### config.mk
export PLATFORM = sky130hd
export DESIGN_NAME = draw_engine
export DESIGN_NICKNAME = d
export VERILOG_FILES = /design/src/rtl/draw_pkg.sv /design/src/rtl/circle_octant.sv /design/src/rtl/draw_engine.sv
export SDC_FILE = /design/constraint.sdc
export NUM_CORES = 1
export LEC_CHECK = 0
export BUFFER_PORTS_ARGS = -buffer_cell sky130_fd_sc_hd__buf_2
export CORE_AREA = 5 5 178 180
export DETAILED_ROUTE_END_ITERATION = 10
export DIE_AREA = 0 0 183 185
export GPL_TIMING_DRIVEN = 0
export SETUP_SLACK_MARGIN = 0.1
export SLEW_MARGIN = 5
export SYNTH_ARGS = -nofsm -noshare
export SYNTH_HDL_FRONTEND = slang
export SYNTH_SLANG_ARGS = --single-unit
### constraint.sdc
create_clock -name clk -period 18.09 [get_ports clk]
set_clock_uncertainty 0.1 [all_clocks]
set_input_delay 1.809 -clock clk [delete_from_list [all_inputs] [get_ports clk]]
set_output_delay 1.809 -clock clk [all_outputs]
set_load 0.01 [all_outputs]
### src/rtl/draw_pkg.sv
// Shared types and constants for the pixel-drawing engine.
package draw_pkg;

    typedef enum logic [1:0] {
        MODE_FILL   = 2'b00,
        MODE_RECT   = 2'b01,
        MODE_CIRCLE = 2'b10,
        MODE_RSVD   = 2'b11
    } mode_t;

    typedef enum logic [1:0] {
        ST_IDLE = 2'b00,
        ST_RUN  = 2'b01,
        ST_DONE = 2'b10
    } state_t;

    localparam int unsigned OCT_N = 8;
    localparam int unsigned OCT_W = $clog2(OCT_N);

endpackage

### src/rtl/circle_octant.sv
// Maps a centre plus (ox,oy) offset and octant index to a pixel and an on-screen flag.
module circle_octant
    import draw_pkg::*;
#(
    parameter int unsigned SCREEN_W = 160,
    parameter int unsigned SCREEN_H = 120,
    parameter int unsigned X_W      = $clog2(SCREEN_W),
    parameter int unsigned Y_W      = $clog2(SCREEN_H),
    parameter int unsigned C_W      = X_W + 3
) (
    input  logic [X_W-1:0]          cx_i,
    input  logic [Y_W-1:0]          cy_i,
    input  logic signed [C_W-1:0]   ox_i,
    input  logic signed [C_W-1:0]   oy_i,
    input  logic [OCT_W-1:0]        oct_i,
    output logic [X_W-1:0]          px_o,
    output logic [Y_W-1:0]          py_o,
    output logic                    on_screen_o
);

    logic signed [C_W-1:0] dx, dy, ax, ay;

    always_comb begin
        dx = ox_i;
        dy = oy_i;
        case (oct_i)
            3'd0:    begin dx =  ox_i; dy =  oy_i; end
            3'd1:    begin dx =  oy_i; dy =  ox_i; end
            3'd2:    begin dx = -ox_i; dy =  oy_i; end
            3'd3:    begin dx = -oy_i; dy =  ox_i; end
            3'd4:    begin dx = -ox_i; dy = -oy_i; end
            3'd5:    begin dx = -oy_i; dy = -ox_i; end
            3'd6:    begin dx =  ox_i; dy = -oy_i; end
            default: begin dx =  oy_i; dy = -ox_i; end
        endcase
        ax = $signed(C_W'(cx_i)) + dx;
        ay = $signed(C_W'(cy_i)) + dy;
        // wide enough that neither sum can wrap, so sign + bound test is exact
        on_screen_o = !ax[C_W-1] && !ay[C_W-1]
                   && (ax < $signed(C_W'(SCREEN_W)))
                   && (ay < $signed(C_W'(SCREEN_H)));
        px_o = ax[X_W-1:0];
        py_o = ay[Y_W-1:0];
    end

endmodule

### src/rtl/draw_engine.sv
// Fill / rectangle / midpoint-circle pixel generator feeding the VGA plot port, one pixel per clock.
module draw_engine
    import draw_pkg::*;
#(
    parameter  int unsigned SCREEN_W = 160,
    parameter  int unsigned SCREEN_H = 120,
    parameter  int unsigned COLOUR_W = 3,
    localparam int unsigned X_W      = $clog2(SCREEN_W),
    localparam int unsigned Y_W      = $clog2(SCREEN_H)
) (
    input  logic                clk,
    input  logic                rst,
    input  logic                start,
    input  logic [1:0]          mode,
    input  logic [COLOUR_W-1:0] colour,
    input  logic [X_W-1:0]      x0,
    input  logic [Y_W-1:0]      y0,
    input  logic [X_W-1:0]      w_or_r,
    input  logic [Y_W-1:0]      h,
    output logic                busy,
    output logic                done,
    output logic [X_W-1:0]      vga_x,
    output logic [Y_W-1:0]      vga_y,
    output logic [COLOUR_W-1:0] vga_colour,
    output logic                vga_plot
);

    localparam int unsigned C_W = ((X_W > Y_W) ? X_W : Y_W) + 3;

    state_t                state_q, state_d;
    logic                  load, step;
    mode_t                 mode_in;
    mode_t                 mode_q, mode_d;
    logic [COLOUR_W-1:0]   colour_q, colour_d;
    logic [X_W-1:0]        x0_q, x0_d, wlast_q, wlast_d, ix_q, ix_d;
    logic [Y_W-1:0]        y0_q, y0_d, hlast_q, hlast_d, iy_q, iy_d;
    logic                  empty_q, empty_d, last_q, last_d;
    logic signed [C_W-1:0] ox_q, ox_d, oy_q, oy_d, crit_q, crit_d;
    logic signed [C_W-1:0] ox_nx, oy_nx;
    logic [OCT_W-1:0]      oct_q, oct_d;

    logic signed [C_W-1:0] gen_ox, gen_oy;
    logic [OCT_W-1:0]      gen_oct;
    logic [X_W-1:0]        px;
    logic [Y_W-1:0]        py;
    logic                  on_screen;

    logic                  busy_q, busy_d, done_q, done_d, plot_q, plot_d;
    logic [X_W-1:0]        vga_x_q, vga_x_d;
    logic [Y_W-1:0]        vga_y_q, vga_y_d;
    logic [COLOUR_W-1:0]   vga_colour_q, vga_colour_d;

    assign mode_in = mode_t'(mode);

    // Sequencing: load on request, step through pixels, finish after the last one.
    always_comb begin
        state_d = state_q;
        load    = 1'b0;
        step    = 1'b0;
        case (state_q)
            ST_IDLE: begin
                if (start) begin
                    state_d = ST_RUN;
                    load    = 1'b1;
                end
            end
            ST_RUN: begin
                if (!start)      state_d = ST_IDLE;
                else if (last_q) state_d = ST_DONE;
                else             step    = 1'b1;
            end
            ST_DONE: begin
                if (!start) state_d = ST_IDLE;
            end
            default: state_d = ST_IDLE;
        endcase
    end

    // Job latch and pixel walker; *_d always describes the pixel shown next cycle.
    always_comb begin
        mode_d   = mode_q;
        colour_d = colour_q;
        x0_d     = x0_q;
        y0_d     = y0_q;
        wlast_d  = wlast_q;
        hlast_d  = hlast_q;
        empty_d  = empty_q;
        ix_d     = ix_q;
        iy_d     = iy_q;
        ox_d     = ox_q;
        oy_d     = oy_q;
        crit_d   = crit_q;
        oct_d    = oct_q;
        last_d   = last_q;

        if (load) begin
            mode_d   = mode_in;
            colour_d = colour;
            x0_d     = x0;
            y0_d     = y0;
            wlast_d  = w_or_r - X_W'(1);
            hlast_d  = h - Y_W'(1);
            empty_d  = 1'b0;
            case (mode_in)
                MODE_FILL: begin
                    x0_d    = '0;
                    y0_d    = '0;
                    wlast_d = X_W'(SCREEN_W - 1);
                    hlast_d = Y_W'(SCREEN_H - 1);
                end
                MODE_RECT:   empty_d = (w_or_r == '0) || (h == '0);
                MODE_CIRCLE: empty_d = 1'b0;
                default:     empty_d = 1'b1;
            endcase
            ix_d   = '0;
            iy_d   = '0;
            oct_d  = '0;
            ox_d   = $signed(C_W'(w_or_r));
            oy_d   = '0;
            crit_d = C_W'(1) - $signed(C_W'(w_or_r));
        end else if (step) begin
            if (mode_q == MODE_CIRCLE) begin
                oct_d = oct_q + OCT_W'(1);
                if (oct_q == OCT_W'(OCT_N - 1)) begin
                    oy_d = oy_q + C_W'(1);
                    if (crit_q[C_W-1] || (crit_q == '0)) begin
                        crit_d = crit_q + (oy_d <<< 1) + C_W'(1);
                    end else begin
                        ox_d   = ox_q - C_W'(1);
                        crit_d = crit_q + ((oy_d - ox_d) <<< 1) + C_W'(1);
                    end
                end
            end else if (iy_q == hlast_q) begin
                iy_d = '0;
                ix_d = ix_q + X_W'(1);
            end else begin
                iy_d = iy_q + Y_W'(1);
            end
        end

        // Circle ends on the last octant of a step whose successor would break oy <= ox.
        oy_nx = oy_d + C_W'(1);
        ox_nx = (crit_d[C_W-1] || (crit_d == '0)) ? ox_d : ox_d - C_W'(1);
        if (load || step) begin
            if (mode_d == MODE_CIRCLE)
                last_d = (oct_d == OCT_W'(OCT_N - 1)) && (oy_nx > ox_nx);
            else
                last_d = empty_d || ((ix_d == wlast_d) && (iy_d == hlast_d));
        end
    end

    // Rectangle and fill reuse octant 0 (cx+ox, cy+oy) for their clip test.
    always_comb begin
        gen_ox  = $signed(C_W'(ix_d));
        gen_oy  = $signed(C_W'(iy_d));
        gen_oct = '0;
        if (mode_d == MODE_CIRCLE) begin
            gen_ox  = ox_d;
            gen_oy  = oy_d;
            gen_oct = oct_d;
        end
    end

    circle_octant #(
        .SCREEN_W (SCREEN_W),
        .SCREEN_H (SCREEN_H),
        .X_W      (X_W),
        .Y_W      (Y_W),
        .C_W      (C_W)
    ) u_octant (
        .cx_i        (x0_d),
        .cy_i        (y0_d),
        .ox_i        (gen_ox),
        .oy_i        (gen_oy),
        .oct_i       (gen_oct),
        .px_o        (px),
        .py_o        (py),
        .on_screen_o (on_screen)
    );

    always_comb begin
        busy_d       = (state_d == ST_RUN);
        done_d       = (state_d == ST_DONE);
        plot_d       = 1'b0;
        vga_x_d      = vga_x_q;
        vga_y_d      = vga_y_q;
        vga_colour_d = vga_colour_q;
        if ((load || step) && !empty_d && on_screen) begin
            plot_d       = 1'b1;
            vga_x_d      = px;
            vga_y_d      = py;
            vga_colour_d = colour_d;
        end
    end

    always_ff @(posedge clk or posedge rst) begin
        if (rst) begin
            state_q      <= ST_IDLE;
            mode_q       <= MODE_FILL;
            colour_q     <= '0;
            x0_q         <= '0;
            y0_q         <= '0;
            wlast_q      <= '0;
            hlast_q      <= '0;
            empty_q      <= 1'b0;
            last_q       <= 1'b0;
            ix_q         <= '0;
            iy_q         <= '0;
            ox_q         <= '0;
            oy_q         <= '0;
            crit_q       <= '0;
            oct_q        <= '0;
            busy_q       <= 1'b0;
            done_q       <= 1'b0;
            plot_q       <= 1'b0;
            vga_x_q      <= '0;
            vga_y_q      <= '0;
            vga_colour_q <= '0;
        end else begin
            state_q      <= state_d;
            mode_q       <= mode_d;
            colour_q     <= colour_d;
            x0_q         <= x0_d;
            y0_q         <= y0_d;
            wlast_q      <= wlast_d;
            hlast_q      <= hlast_d;
            empty_q      <= empty_d;
            last_q       <= last_d;
            ix_q         <= ix_d;
            iy_q         <= iy_d;
            ox_q         <= ox_d;
            oy_q         <= oy_d;
            crit_q       <= crit_d;
            oct_q        <= oct_d;
            busy_q       <= busy_d;
            done_q       <= done_d;
            plot_q       <= plot_d;
            vga_x_q      <= vga_x_d;
            vga_y_q      <= vga_y_d;
            vga_colour_q <= vga_colour_d;
        end
    end

    assign busy       = busy_q;
    assign done       = done_q;
    assign vga_plot   = plot_q;
    assign vga_x      = vga_x_q;
    assign vga_y      = vga_y_q;
    assign vga_colour = vga_colour_q;

endmodule

# Word-level counts from Yosys, hierarchy flattened
# Cells that the tools add are included.
[word_totals]
output_inout_bits = 21
register_bits = 111
inputBits = 38
[op_classes]
n_eq_ne = 19
order_cmp = 3
reduce_logical = 29
n_mux = 55
n_addsub = 19
[ops]
columns = ["cell", "n"]
rows = [
  ["11-bit 2-to-1 mux", 17],
  ["11-bit one-hot mux with 3 select lines", 2],
  ["8-bit 2-to-1 mux", 8],
  ["7-bit 2-to-1 mux", 8],
  ["11-bit by 2-bit adder with 11-bit output, second input constant", 4],
  ["11-bit adder", 2],
  ["11-bit zero test", 2],
  ["11-bit negation", 2],
  ["11-bit by 2-bit subtractor with 11-bit output, second input constant", 2],
  ["3-bit == test, second input constant", 5],
  ["3-bit 2-to-1 mux", 5],
  ["7-bit == test", 2],
  ["2-bit OR reduction", 7],
  ["8-bit by 11-bit adder with 11-bit output", 1],
  ["9-bit by 11-bit adder with 11-bit output", 1],
  ["11-bit > comparator", 1],
  ["11-bit by 8-bit less-than comparator with 1-bit output, second input constant", 1],
  ["11-bit by 9-bit less-than comparator with 1-bit output, second input constant", 1],
  ["2-bit == test, second input constant", 5],
  ["2-bit 2-to-1 mux", 5],
  ["10-bit subtractor", 1],
  ["1-bit by 8-bit subtractor with 9-bit output, first input constant", 1],
  ["8-bit by 1-bit adder with 8-bit output, second input constant", 1],
  ["8-bit == test", 1],
  ["17 further kinds", 40],
]

# Logic depth before layout (Yosys ltp)
[depth]
depth_word = 17
mapped_depth = 35
mapped_depth_nobuf = 33

# Modules after synthesis
# From an unflattened synthesis, not the netlist that was laid out.
[hier_totals]
hier_cells = 1157
area_unflattened_um2 = 9609.2
[modules_own_cells]
columns = ["module", "area_per_inst_um2", "cells_each", "instances"]
rows = [
  ["draw_engine", 7763.7, 889, 1],
  ["circle_octant", 1845.5, 268, 1],
]

# Least setup slack after synthesis
# Ideal clock, no wire load.
[synth_path]
path_kind = "in2reg"
start = "in start"
end = "reg vga_colour_q[0], in the netlist vga_colour[0]"
setup_slack_ps = 10149
path_buffers = 5
cell_stages = 29
setup_ps = 125
arrival_time_ps = 7716
required_time_ps = 17865
cell_sequence = "nor3b_2 > clkbuf_1 > clkbuf_1 > buf_1 > buf_1 > nor2_1 > a21oi_1 > nand2_1 > o21ai_0 > ha_1 > inv_1 > nor4b_2 > or2_4 > a21oi_1 > a22oi_1 > a22o_1 > a22oi_1 > ha_1 > nor2b_1 > o21a_1 > o21ai_0 > nand2b_1 > a21oi_1 > o211ai_1 > mux2i_1 > mux2i_1 > a2111oi_4 > buf_8 > mux2_4"
[synth_via]
elab_chain_len = 14
elab_cells_between_ends = 53
[synth_lines]
columns = ["item", "line_no", "source"]
rows = [
  ["from (decl)", "draw_engine.sv:13", "input logic start,"],
  ["branches (longest 14 deep; another with 11-bit negation)", "n/a", ""],
  ["to (signal assigned)", "draw_engine.sv:240", "vga_colour_q <= vga_colour_d;"],
  ["to (decl)", "draw_engine.sv:51", "logic [COLOUR_W-1:0] vga_colour_q, vga_colour_d;"],
]
# Several ways; the timed one is not identified.
# A chain may end at the register's enable or synchronous reset.

# Worst setup path in the final report
[layout_path]
start = "in start"
end = "reg vga_y_q[2], in the netlist vga_y[2]"
[layout_via]
elab_chain_len = 14
elab_cells_between_ends = 52
[layout_lines]
columns = ["item", "line_no", "source"]
rows = [
  ["branches (longest 14 deep; another with 11-bit negation)", "n/a", ""],
  ["to (signal assigned)", "draw_engine.sv:239", "vga_y_q <= vga_y_d;"],
  ["to (decl)", "draw_engine.sv:50", "logic [Y_W-1:0] vga_y_q, vga_y_d;"],
]
# Several ways; the timed one is not identified.

==> results by group <==
Critical path
  • Worst path max stage delay: around 950 ps
  • WP data arrival: 10,790 ps
  • R2r worst-path depth: 30
  • Max FO, Critical Path: 10
  • CP Capture Type: flop
  • CP required: between 15,000 and 20,000 ps
  • Crit path top cell by count: a21oi_1
  • WS Path Type: primary input to flop
  • Crit path launch type: primary input
  • CP max-delay cell: nor3b_2

Clock network
  • Later-pin clock latency in the skew report: roughly 380 ps
  • Clock tree buffer depth: 2
  • Clk slew on worst S/H paths: 80 ps
  • CTS resizes: 0
  • Postcts setup bufs: 0
  • CTS Root Cell: clkbuf_16
  • H-tree depth: 3
  • TritonCTS Sinks: approximately 110
  • CTS tree: built
  • CTS buffer count: 9
  • CTS Hold Bufs: 0

Power and ir drop
  • Leakage: between 4 and 5 nW
  • P per Cell Area: 128.5 nW/um^2
  • Pwr Total: ~1.5 mW
  • Max IR drop VDD: 0.0001047 V

Worst hold path
  • Hold Path Depth: 2
  • Worst hold path class: flop to flop

Logic synthesis
  • Distinct cells, synth: 90
  • Warnings from Yosys: 0
  • Post-Synthesis Cells: about 1.2k
  • Syn nets: 1,343
  • Mapped Avg Cell Area: between 8 and 9 um^2
  • EDFF count, synth: 0
  • Mapped cell area: between 10,000 and 15,000 um^2
  • Ys async rst share: 1.000
  • Synth Register Bits: approximately 110
  • Prevailing post-synth register cell: dfrtp_1
  • Sequential share of the synthesized area: 0.2701

Die
  • Initial Util: 0.3424
  • Cell Rows: 64
  • Io pins: 59
  • Die width: roughly 180 um
  • Die Ht: about 190 um
  • Core area: 30,030 um^2
  • DIE AREA: approximately 34,000 um^2

Job
  • Max-cap violation count: 0

Placed design
  • Gp weighted congestion: 0.9401
  • IO buf count: 57
  • Cell count after placement: about 1.7k
  • Pre-CTS setup slack: a little over 7000 ps
  • Placed inst area: roughly 11,000 um^2
  • HPWL Detailed: approximately 27,000 um

GRT
  • Initial antenna violation count: 0
  • Gr ovfl total: 0
  • Largest net degree at the start of global routing: 60
  • First-pass GRT wire length: around 55,000 um
  • GRT Util Overall: 0.2058
  • Vias in the first global route: 9,546

Outcome
  • Status: complete, no violations

Final layout
  • Finished layout cell area: about 11,000 um^2
  • Inserted Diodes: 0
  • Share of cells above drive strength 1: 0.1180
  • Final nets: around 1.4k
  • Finished Layout Cells: approximately 1.7k
  • Area Overhead vs Synth: 10.72%

Timing
  • Final period utilization: 0.5877
  • F_max: 94.06 MHz
  • Final Hold Fails: 0
  • Minimum clock period: 10,630 ps
  • Final setup fails: 0
  • Worst-Margin Slew: between 1000 and 1500 ps
  • RSZ-0062 raised after global routing: no
  • Final TNS setup: 0 ps
  • Slew HR: 0.2112
  • Max-slew violation count: 0
  • Setup slack after layout: between 7000 and 8000 ps

Detailed routing
  • Final ANT Viol Nets: 0
  • Vias: 9,737
  • Vias per cell: 5.724
  • DRT Pass-1 Iters: 6
  • Detailed Route WL: ~35,000 um
  • Per-cell routed wire length: approximately 21 um
  • Initial DRC count: a little over 800
  • DRC Markers: 0
==> worst max-delay path: cells and delay by family <==
family | cells | cell delay (ps)
buf+inv | 7 | 2620
mux | 3 | 590
simple gates | 7 | 2240
compound gates | 11 | 2870
fa+ha+maj | 2 | 610
==> cell type report <==
type / count / area [um^2]
fill: 3142 / 18640
inverter: 54 / 207.7
buffer: 57 / 267.8
clock buffer: 9 / 225.2
sequential: 111 / 2778
multi-input combinational: 1009 / 7034
tap: 396 / 495.5
timing repair buffer: 58 / 312.8
clock inverter: 7 / 63.81
==> metal layers <==
layer / wire length (um) / global-route usage
met1: 15800 / 0.2769
met2: 16130 / 0.3388
met3: 1886 / 0.02946
met4: 1248 / 0.07390
met5: 0 / 0
==> worst paths after layout <==
path	start	to	slack, ps
setup / recovery	start	vga_y[2]$_DFFE_PP0P_	7460
hold / removal	colour_q[1]$_DFF_PP0_	colour_q[1]$_DFF_PP0_	380
setup reg to reg	state_q[0]$_DFF_PP0_	vga_y[2]$_DFFE_PP0P_	8550
hold reg to reg	colour_q[1]$_DFF_PP0_	colour_q[1]$_DFF_PP0_	380
max in group asynchronous	rst	last_q$_DFFE_PP0P_	15800
min in group asynchronous	rst	colour_q[2]$_DFF_PP0_	1380
==> kinds of logic after synthesis <==
kind of cell    synth area share
mux                      0.03492
buf+inv                  0.04575
simple gates              0.2121
flops                     0.2701
fa+ha+maj                0.09370
compound gates            0.2216
xor+xnor                  0.1218
==> cells in the final DEF (no fill, tap or decap), types with 14 or more instances in the layout <==
cell type  instances
o21a_1            17
inv_1             52
nand4_1           27
o21ai_0           53
dfrtp_1          111
a21oi_1           94
a21o_1            14
nor4_1            17
ha_1              69
nand2_1          111
clkbuf_1          28
nor2_1           125
a31oi_1           16
nand3_1           35
xor2_1            58
nor3_1            26
a22o_1            19
xnor2_1           85
buf_2             72
==> cells in the mapped netlist (all sizes together), types with 11 or more instances <==
cell / n / area (um^2)
o21ai: 55 / 275.3
o31ai: 17 / 156.4
nor4: 19 / 148.9
a21o: 14 / 105.1
nand4: 27 / 168.9
nand2b: 11 / 68.82
inv: 53 / 198.9
nor3: 26 / 130.1
o21a: 17 / 127.6
a211oi: 15 / 122.6
mux2: 20 / 259.0
nand2: 111 / 416.7
clkbuf: 29 / 110.1
nand3: 35 / 175.2
xnor2: 85 / 744.5
xor2: 58 / 508.0
a21oi: 94 / 470.5
nor2: 126 / 475.5
dfrtp: 111 / 2778
a22o: 19 / 166.4
a31oi: 19 / 155.2
ha: 69 / 863.3
buf: 28 / 157.6
==> flip-flops by register name, summed over array words and instances, names as in the netlist, 7 cells and up <==
register and count:
wlast_q 8, ix_q 8, x0_q 8, y0_q 7, vga_x 8, oy_q 11
ox_q 11, vga_y 7, iy_q 7, crit_q 11, hlast_q 7
==> stage by stage <==
| stage | utilization | hold slack [ps] |
|---|---|---|
| 3_5_place_dp | 0.3695 | 363.5 |
| 2_1_floorplan | - | 340.9 |
| 4_1_cts | 0.3791 | 385.5 |
| 5_1_grt | 0.3791 | 407.8 |
| 6_report | 0.3791 | 379.6 |
| 3_3_place_gp | 0.3684 | 359.2 |
==> report_power, final <==
| group | total (mW) | internal [mW] | switching, mW |
|---|---|---|---|
| logic | 0.885 | 0.359 | 0.526 |
| registers | 0.371 | 0.318 | 0.0532 |
| clock network | 0.207 | 0.0969 | 0.110 |
| total | 1.46 | 0.774 | 0.689 |
No activity file was read; power rests on OpenSTA's default activity.
